`src/rtl/onn_retrieval_scheduler_if.sv`:
```
// Request and result handshake bundle between the host/pattern feeder
// and the ONN retrieval scheduler.
interface onn_retrieval_scheduler_if #(
    parameter int TAG_W = 4,
    parameter int IW    = 8
);
    logic             req_valid;
    logic [TAG_W-1:0] req_tag;
    logic             req_ready;
    logic             done_valid;
    logic             done_ready;
    logic [TAG_W-1:0] done_tag;
    logic [1:0]       done_status;
    logic [IW-1:0]    done_iters;

    // Host side: issues requests, consumes results
    modport master (
        output req_valid, req_tag, done_ready,
        input  req_ready, done_valid, done_tag, done_status, done_iters
    );

    // Scheduler side
    modport slave (
        input  req_valid, req_tag, done_ready,
        output req_ready, done_valid, done_tag, done_status, done_iters
    );
endinterface

```
`src/rtl/onn_retrieval_scheduler.sv`:
```
// Retrieval run sequencer for the ONN core control FSM. Holds the core in
// reset between runs, strobes its load, counts settle iterations from the
// core's state-check rising edges and reports tag/status/iterations.
module onn_retrieval_scheduler #(
    parameter int N        = 210,
    parameter int MAX_ITER = 32,
    parameter int IW       = 8,
    parameter int TAG_W    = 4,
    parameter int WD_W     = 16,
    parameter int WD_CYC   = 4*N+64
) (
    input  logic                     sclk,
    input  logic                     re,
    onn_retrieval_scheduler_if.slave bus,
    input  logic                     abort,
    output logic                     core_re,
    output logic                     core_load,
    input  logic                     core_state_check,
    input  logic                     core_phi_to_no,
    output logic                     busy
);
    typedef enum logic [1:0] {S_IDLE, S_LOAD, S_RUN, S_REPORT} state_t;

    localparam logic [IW-1:0]   ITER_LIM = IW'(MAX_ITER);
    localparam logic [WD_W-1:0] WD_LIM   = WD_W'(WD_CYC);

    localparam logic [1:0] ST_CONV  = 2'b00;
    localparam logic [1:0] ST_TMO   = 2'b01;
    localparam logic [1:0] ST_STALL = 2'b10;
    localparam logic [1:0] ST_ABORT = 2'b11;

    state_t           state_q;
    logic             req_ready_q;
    logic             core_re_q;
    logic             core_load_q;
    logic             busy_q;
    logic             done_valid_q;
    logic [TAG_W-1:0] done_tag_q;
    logic [1:0]       done_status_q;
    logic [IW-1:0]    done_iters_q;
    logic [TAG_W-1:0] tag_q;
    logic [IW-1:0]    iter_q;
    logic [IW-1:0]    iter_d;
    logic [WD_W-1:0]  wd_q;
    logic [WD_W-1:0]  wd_d;
    logic             sc_prev_q;
    logic             sc_rise;
    logic             run_exit;

    function automatic logic [IW-1:0] sat_inc_iter(input logic [IW-1:0] v);
        return (&v) ? v : v + IW'(1);
    endfunction

    function automatic logic [WD_W-1:0] sat_inc_wd(input logic [WD_W-1:0] v);
        return (&v) ? v : v + WD_W'(1);
    endfunction

    // Exit cause in priority order: abort, convergence, iteration limit, stall
    function automatic logic [1:0] exit_status(input logic ab, input logic conv,
                                               input logic lim);
        if (ab)        return ST_ABORT;
        else if (conv) return ST_CONV;
        else if (lim)  return ST_TMO;
        else           return ST_STALL;
    endfunction

    // Per-cycle iteration/watchdog update seen by the RUN exit decision
    always_comb begin
        sc_rise  = core_state_check & ~sc_prev_q;
        iter_d   = sc_rise ? sat_inc_iter(iter_q) : iter_q;
        wd_d     = sc_rise ? '0 : sat_inc_wd(wd_q);
        run_exit = abort | core_phi_to_no | (iter_d == ITER_LIM) | (wd_d == WD_LIM);
    end

    // Run sequencer with registered core controls and result fields
    always_ff @(posedge sclk or posedge re) begin
        if (re) begin
            state_q       <= S_IDLE;
            req_ready_q   <= 1'b1;
            core_re_q     <= 1'b1;
            core_load_q   <= 1'b0;
            busy_q        <= 1'b0;
            done_valid_q  <= 1'b0;
            done_tag_q    <= '0;
            done_status_q <= 2'b00;
            done_iters_q  <= '0;
            tag_q         <= '0;
            iter_q        <= '0;
            wd_q          <= '0;
            sc_prev_q     <= 1'b0;
        end else begin
            sc_prev_q <= core_state_check;
            case (state_q)
                S_IDLE: begin
                    if (bus.req_valid && req_ready_q) begin
                        tag_q       <= bus.req_tag;
                        iter_q      <= '0;
                        wd_q        <= '0;
                        // A stale level from the previous run must not look like an edge
                        sc_prev_q   <= 1'b0;
                        req_ready_q <= 1'b0;
                        core_re_q   <= 1'b0;
                        core_load_q <= 1'b1;
                        busy_q      <= 1'b1;
                        state_q     <= S_LOAD;
                    end
                end
                S_LOAD: begin
                    core_load_q <= 1'b0;
                    state_q     <= S_RUN;
                end
                S_RUN: begin
                    iter_q <= iter_d;
                    wd_q   <= wd_d;
                    if (run_exit) begin
                        done_status_q <= exit_status(abort, core_phi_to_no,
                                                     iter_d == ITER_LIM);
                        done_tag_q    <= tag_q;
                        done_iters_q  <= iter_d;
                        done_valid_q  <= 1'b1;
                        core_re_q     <= 1'b1;
                        busy_q        <= 1'b0;
                        state_q       <= S_REPORT;
                    end
                end
                S_REPORT: begin
                    if (done_valid_q && bus.done_ready) begin
                        done_valid_q <= 1'b0;
                        req_ready_q  <= 1'b1;
                        state_q      <= S_IDLE;
                    end
                end
                default: state_q <= S_IDLE;
            endcase
        end
    end

    assign bus.req_ready   = req_ready_q;
    assign bus.done_valid  = done_valid_q;
    assign bus.done_tag    = done_tag_q;
    assign bus.done_status = done_status_q;
    assign bus.done_iters  = done_iters_q;
    assign core_re         = core_re_q;
    assign core_load       = core_load_q;
    assign busy            = busy_q;
endmodule

```
`src/flat_wrapper.sv`:
```
// flat-port wrapper written by rule: the top's interface ports become plain ports
module onn_retrieval_scheduler_flat 
#(
    parameter int N        = 210,
    parameter int MAX_ITER = 32,
    parameter int IW       = 8,
    parameter int TAG_W    = 4,
    parameter int WD_W     = 16,
    parameter int WD_CYC   = 4*N+64
)
  (sclk, re, abort, core_re, core_load, core_state_check, core_phi_to_no, busy, bus_req_valid, bus_req_tag, bus_done_ready, bus_req_ready, bus_done_valid, bus_done_tag, bus_done_status, bus_done_iters);
  onn_retrieval_scheduler_if #(.TAG_W(TAG_W), .IW(IW)) bus_i ();
  input  logic sclk;
  input  logic re;
  input  logic abort;
  output logic core_re;
  output logic core_load;
  input  logic core_state_check;
  input  logic core_phi_to_no;
  output logic busy;
  input wire logic [$bits(bus_i.req_valid)-1:0] bus_req_valid;
  input wire logic [$bits(bus_i.req_tag)-1:0] bus_req_tag;
  input wire logic [$bits(bus_i.done_ready)-1:0] bus_done_ready;
  output wire logic [$bits(bus_i.req_ready)-1:0] bus_req_ready;
  output wire logic [$bits(bus_i.done_valid)-1:0] bus_done_valid;
  output wire logic [$bits(bus_i.done_tag)-1:0] bus_done_tag;
  output wire logic [$bits(bus_i.done_status)-1:0] bus_done_status;
  output wire logic [$bits(bus_i.done_iters)-1:0] bus_done_iters;
  assign bus_i.req_valid = bus_req_valid;
  assign bus_i.req_tag = bus_req_tag;
  assign bus_i.done_ready = bus_done_ready;
  assign bus_req_ready = bus_i.req_ready;
  assign bus_done_valid = bus_i.done_valid;
  assign bus_done_tag = bus_i.done_tag;
  assign bus_done_status = bus_i.done_status;
  assign bus_done_iters = bus_i.done_iters;
  onn_retrieval_scheduler #(.N(N), .MAX_ITER(MAX_ITER), .IW(IW), .TAG_W(TAG_W), .WD_W(WD_W), .WD_CYC(WD_CYC)) u_core (.sclk(sclk), .re(re), .bus(bus_i), .abort(abort), .core_re(core_re), .core_load(core_load), .core_state_check(core_state_check), .core_phi_to_no(core_phi_to_no), .busy(busy));
endmodule
```
`config.mk`:
```
export PLATFORM = sky130hd
export DESIGN_NAME = onn_retrieval_scheduler_flat
export DESIGN_NICKNAME = d
export VERILOG_FILES = /design/src/rtl/onn_retrieval_scheduler_if.sv /design/src/rtl/onn_retrieval_scheduler.sv /design/src/flat_wrapper.sv
export SDC_FILE = /design/constraint.sdc
export NUM_CORES = 1
export LEC_CHECK = 0
export ABC_CLOCK_PERIOD_IN_PS = 7950
export CAP_MARGIN = 20
export CORE_MARGIN = 2
export CORE_UTILIZATION = 40
export DETAILED_ROUTE_END_ITERATION = 7
export GPL_TIMING_DRIVEN = 1
export PLACE_DENSITY = 0.65
export SLEW_MARGIN = 20
export SYNTH_ARGS = -nofsm -noshare
export SYNTH_HDL_FRONTEND = slang
export SYNTH_SLANG_ARGS = --single-unit
```
`constraint.sdc`:
```
create_clock -name sclk -period 7.95 [get_ports sclk]
set_clock_uncertainty 0.1 [all_clocks]
set_input_delay 2.385 -clock sclk [delete_from_list [all_inputs] [get_ports sclk]]
set_output_delay 2.385 -clock sclk [all_outputs]
set_load 0.1 [all_outputs]
```
# Word level (Yosys, flattened, before mapping)

Index checks and enable logic that the tools add are counted.

Add/subtract/negate cells: 2
$mul: 0
Div/mod/pow operators: 0
$lt $le $gt $ge: 0
Equal/unequal tests: 8
Shifts and indexed selects: 0
Muxes and demuxes: 28
Bitwise logic cells: 5
Reductions and logical operators: 17

Operators by type and width:

| kind                                                                     | number |
|---|---|
| 16-bit 2-to-1 mux                                                        | 3 |
| 16-bit one-hot mux with 2 select lines                                   | 1 |
| 8-bit 2-to-1 mux                                                         | 3 |
| 16-bit by 1-bit adder with 16-bit output (second input constant)         | 1 |
| 16-bit by 10-bit equality test with 1-bit output (second input constant) | 1 |
| 8-bit one-hot mux with 2 select lines                                    | 1 |
| 16-bit AND reduction                                                     | 1 |
| 2-bit 2-to-1 mux                                                         | 6 |
| 3-bit AND reduction                                                      | 4 |
| 1-bit one-hot mux with 2 select lines                                    | 5 |
| 8-bit by 1-bit adder with 8-bit output (second input constant)           | 1 |
| 8-bit by 6-bit equality test with 1-bit output (second input constant)   | 1 |
| 1-bit 2-to-1 mux                                                         | 8 |
| 2-bit one-hot mux with 4 select lines                                    | 1 |
| 2-bit AND reduction                                                      | 4 |
| 8-bit AND reduction                                                      | 1 |
| 2-bit nonzero test                                                       | 4 |
| 2-bit by 1-bit != test with 1-bit output (second input constant)         | 3 |
| 2-bit equality test (second input constant)                              | 2 |
| 1-bit OR                                                                 | 3 |
| 2-bit by 1-bit equality test with 1-bit output (second input constant)   | 1 |
| 1-bit logical AND                                                        | 2 |
| 2-bit zero test                                                          | 1 |
| 1-bit AND                                                                | 1 |
| 1-bit inverter                                                           | 1 |

Bits in registers: 50
Bits in latches: 0
Bits in writable memories: 0
ROM bits: 0
Bits of input ports: 11
Output and inout port bits: 19
Word-level logic and storage cells: 73
Memories: 0

# Depth between registers and ports, before layout

Depth in word-level cells: 8
Depth in mapped cells: 11
Mapped depth without buffers: 9

# Worst setup path after synthesis

No wires, ideal clock.

Path type: input to register
Start point: input port core_state_check
End point: register u_core.done_iters_q[0], in the netlist u_core.bus.done_iters[0]
Setup time: 0.125 ns
Data arrival time: 4.505 ns
Data required time: 7.725 ns
Setup slack: 3.220 ns
Cell stages on the path: 9
Buffers on the path: 1
Cell sequence: nand2b_1 nor3_1 o2111ai_1 xnor2_1 nand3_1 or2b_2 o31ai_4 buf_6 mux2_4

Word-level cells in the longest chain between the ends: 6
Elaborated cells between the ends (all ways): 8
Classes of those cells: eq/ne (2); mux (2); bitwise (3); reduce/logical (1)

Ends and longest elaborated chain:

| what                                           | line                           | RTL |
|---|---|---|
| from (decl)                                    | flat_wrapper.sv:18             | `input logic core_state_check;` |
| 1-bit AND *                                    | onn_retrieval_scheduler.sv:69  | `sc_rise = core_state_check & ~sc_prev_q;` |
| 8-bit 2-to-1 mux                               | onn_retrieval_scheduler.sv:70  | `iter_d = sc_rise ? sat_inc_iter(iter_q) : iter_q;` |
| 8-bit by 6-bit equality test with 1-bit output | onn_retrieval_scheduler.sv:72  | `run_exit = abort \| core_phi_to_no \| (iter_d == ITER_LIM) \| (wd_d == WD_LIM);` |
| 1-bit OR (2 in a row)                          | onn_retrieval_scheduler.sv:72  |  |
| 2-bit AND reduction (no source line)           | -                              |  |
| to (signal assigned)                           | onn_retrieval_scheduler.sv:119 | `done_iters_q <= iter_d;` |
| to (decl)                                      | onn_retrieval_scheduler.sv:40  | `logic [IW-1:0] done_iters_q;` |

Mark *: on every way between the ends. The rest lies on a longest branch, timed or not.
A chain may end at the register's enable or synchronous reset.

# Final worst setup path

Start point: input port core_state_check
End point: register u_core.done_iters_q[5], in the netlist u_core.bus.done_iters[5]

The elaborated chain is that of the path after synthesis.

==> qor.txt <==
status - finished clean
placed insts - 433
share of cells above drive strength 1 - 0.143
Flop pwr share - 0.321
Final nets - 358
crit share post-route - 0.693
Post-Syn Area - 3080 µm²
Async S/R FF share, synth - 1.00
top_reg_cell synth - dfrtp_1
setup TNS - 0 ps
final setup vio count - 0
dpl cell area - 3380 µm²
reg2reg start - u_core.iter_q[1]
cts bufs inserted - 5
antenna cell count - 0
Worst Path Max Fanout - 13
Slew Limit Fails - 0
# port buffers - 29
Post-DP HPWL - 4920 µm
synthesized instance count - 321
routed vias - 2489
area grow syn2layout - 12.8%
quantity of gates resized following cts - 0
initial antenna violation count - 0
floorplan core area - 7370 µm²
Post-synth EDFFs - 0
Routed WL - 6810 µm
gr usage total - 0.170
first-pass GRT wire length - 11800 µm
Tmin final - 5510 ps
max cap viols - 0
Crit Path Class - in -> reg
Die W - 91.7 µm
Max Clock Freq - 181 MHz
vias in the first global route - 2446
Int Power - 589 µW
Startpoint Class - primary input
Slew HR - 0.338
die height - 91.7 µm
mean area per synthesized cell - 9.59 µm²
P per Cell Area - 335 nW/µm²
flop-to-flop setup slack - 4520 ps
htree depth - 2
Net Sw Frac - 0.494
RSZ-0062 raised after global routing - no
Root Buffer - clkbuf_8
Worst-path clk slew - 90 ps
# rows - 31
Mapped Nets - 338
largest net degree at the start of global routing - 51
FF-to-FF End - u_core.bus.done_iters[5]
net switching power - 575 µW
clock tree from TritonCTS - done
Least-Margin Pin Slew - 989 ps
GPL Wtd Cong - 0.880
Via-to-Cell Ratio - 5.64
cell area after layout - 3470 µm²
Hold Path Depth - 2
# IOs - 30
CTS Sinks - 50
Yosys warnings - 0
hold_buf cts - 0
TritonRoute pass-1 iters - 5
post-synth cell types - 69
Seq cells post-synth - 50
effective utilization at floorplan - 0.418
Avg WL per Cell - 15.5 µm
grt ovf - 0
total leakage power - 0.00143 µW
Clock Latency Late Sink - 300 ps
ANT nets after route - 0
Critical Path RT - 8040 ps
fin cells - 441
setup bufs post-CTS - 0
sequential area share after synthesis - 0.407
Worst Hold Path EP - u_core.bus.req_ready
Hold Startpoint - u_core.bus.req_ready
die area - 8420 µm²
Max Root-Sink Buffers - 2
Hold Path Class - reg -> reg
Pwr Total - 1160 µW
1st-iter DRT viols - 126
Hold Fails Final Rpt - 0
data arrival time of the critical path - 5600 ps
Peak supply drop - 0.000293 V
Clk pwr share - 0.132
cell depth of the worst flop-to-flop path - 9
combinational power share - 0.547
CP endpoint kind - flip-flop
DRC - 0
## per-stage QoR
step	setup slack (ps)	utilization	hold WS [ps]
global route	2150	0.471	434
detailed placement	2050	0.459	373
global placement	2180	0.459	365
CTS	2380	0.471	388
finish	2440	0.471	385
floorplan	3220	-	375
## synth_stat cells, drive strengths merged, types with 4 or more instances
cell type	count	area, µm²
and3	5	35.0
a21oi	17	85.1
nand2b	4	25.0
and2	4	26.3
mux2	17	214
nor4	5	46.3
o211ai	5	37.5
inv	9	33.8
nand2	32	120
clkbuf	10	58.8
mux2i	6	60.1
ha	6	75.1
a22o	9	80.1
nand3	19	113
xnor2	6	60.1
nor2	32	120
nor3	6	35.0
buf	6	52.6
o31ai	5	51.3
o21ai	21	105
nand4	8	50.1
dfrtp	48	1200
## critical path, cell delays in order
cell and delay, ps:
clkdlybuf4s50_1 500, nand2b_1 110, nor3_1 540, o2111ai_1 250
xnor2_1 210, nand3_1 100, or2b_2 370, o31ai_4 720
mux2_2 410
## metal layers
metal,vias to the layer above,global-route usage,routed length (µm)
li1,1206,-,-
met1,1209,0.227,3150
met3,10,0.0353,343
met2,64,0.281,3210
met5,-,0,0
met4,0,0.0473,110
## worst max-delay path by stage
stage / from / endpoint / slack [ps] / cells after the start
floorplan: core_state_check / u_core.bus.done_iters[0] / 3220 / 9
global placement: core_state_check / u_core.bus.done_iters[6] / 2180 / 9
detailed placement: core_state_check / u_core.bus.done_iters[6] / 2050 / 9
CTS: core_state_check / u_core.bus.done_iters[5] / 2380 / 9
global route: core_state_check / u_core.bus.done_iters[5] / 2150 / 9
finish: core_state_check / u_core.bus.done_iters[5] / 2440 / 9
## kinds of logic (layout without fill, tap and decap cells)
logic type	after synthesis	after routing	synth area share
buffers and inverters	25	46	0.0471
muxes	23	23	0.0890
AOI/OAI and AO/OA	79	79	0.181
xor gates and xnor gates	8	8	0.0252
adders and majority gates	6	6	0.0244
DFF	50	50	0.407
and+or+nand+nor	130	130	0.226
## cell type report
| class | instances | area [µm²] |
|---|---|---|
| Clock buffer | 7 | 86.3 |
| Timing Repair Buffer | 29 | 290 |
| Clock inverter | 1 | 5.00 |
| Fill cell | 733 | 3890 |
| Multi-Input combinational cell | 246 | 1680 |
| Tap cell | 99 | 124 |
| Inverter | 9 | 35.0 |
| Sequential cell | 50 | 1250 |
## state kept, by name, summed over array words and instances, names as in the netlist
| signal | flops |
|---|---|
| u_core.wd_q | 16 |
| u_core.bus.done_iters | 8 |
| u_core.iter_q | 8 |
| u_core.bus.done_tag | 4 |
| u_core.tag_q | 4 |
| u_core.bus.done_status | 2 |
| u_core.state_q | 2 |
| u_core.bus.done_valid | 1 |
| u_core.bus.req_ready | 1 |
| u_core.busy | 1 |
| u_core.core_load | 1 |
| u_core.core_re | 1 |
| u_core.sc_prev_q | 1 |
## cell usage in the layout, fill, tap and decap left out, types with 3 or more instances in the layout
| cell type | n |
|---|---|
| o31ai_1 | 4 |
| mux2_4 | 6 |
| mux2i_1 | 6 |
| nor2_1 | 32 |
| o41ai_1 | 3 |
| nor4_1 | 4 |
| clkdlybuf4s50_1 | 29 |
| nand4_1 | 8 |
| nand2b_1 | 4 |
| o211ai_1 | 5 |
| and2_1 | 3 |
| and3_2 | 3 |
| dfrtp_1 | 48 |
| a21oi_1 | 17 |
| inv_1 | 8 |
| xnor2_1 | 5 |
| nand3_1 | 17 |
| clkbuf_8 | 6 |
| nand2_1 | 32 |
| o21ai_0 | 19 |
| nor3_1 | 5 |
| ha_1 | 6 |
| a22o_1 | 8 |
| mux2_2 | 11 |
## power by group through the flow
stage / clock, µW / combinational, µW / sequential (µW)
after CTS: 161 / 645 / 373
after global routing: 169 / 688 / 383
final: 154 / 637 / 373
after detailed placement: 0 / 644 / 376
after floorplan: 0 / 292 / 593
after global placement: 0 / 637 / 378
Note: power is estimated with default switching activity, not from simulation.
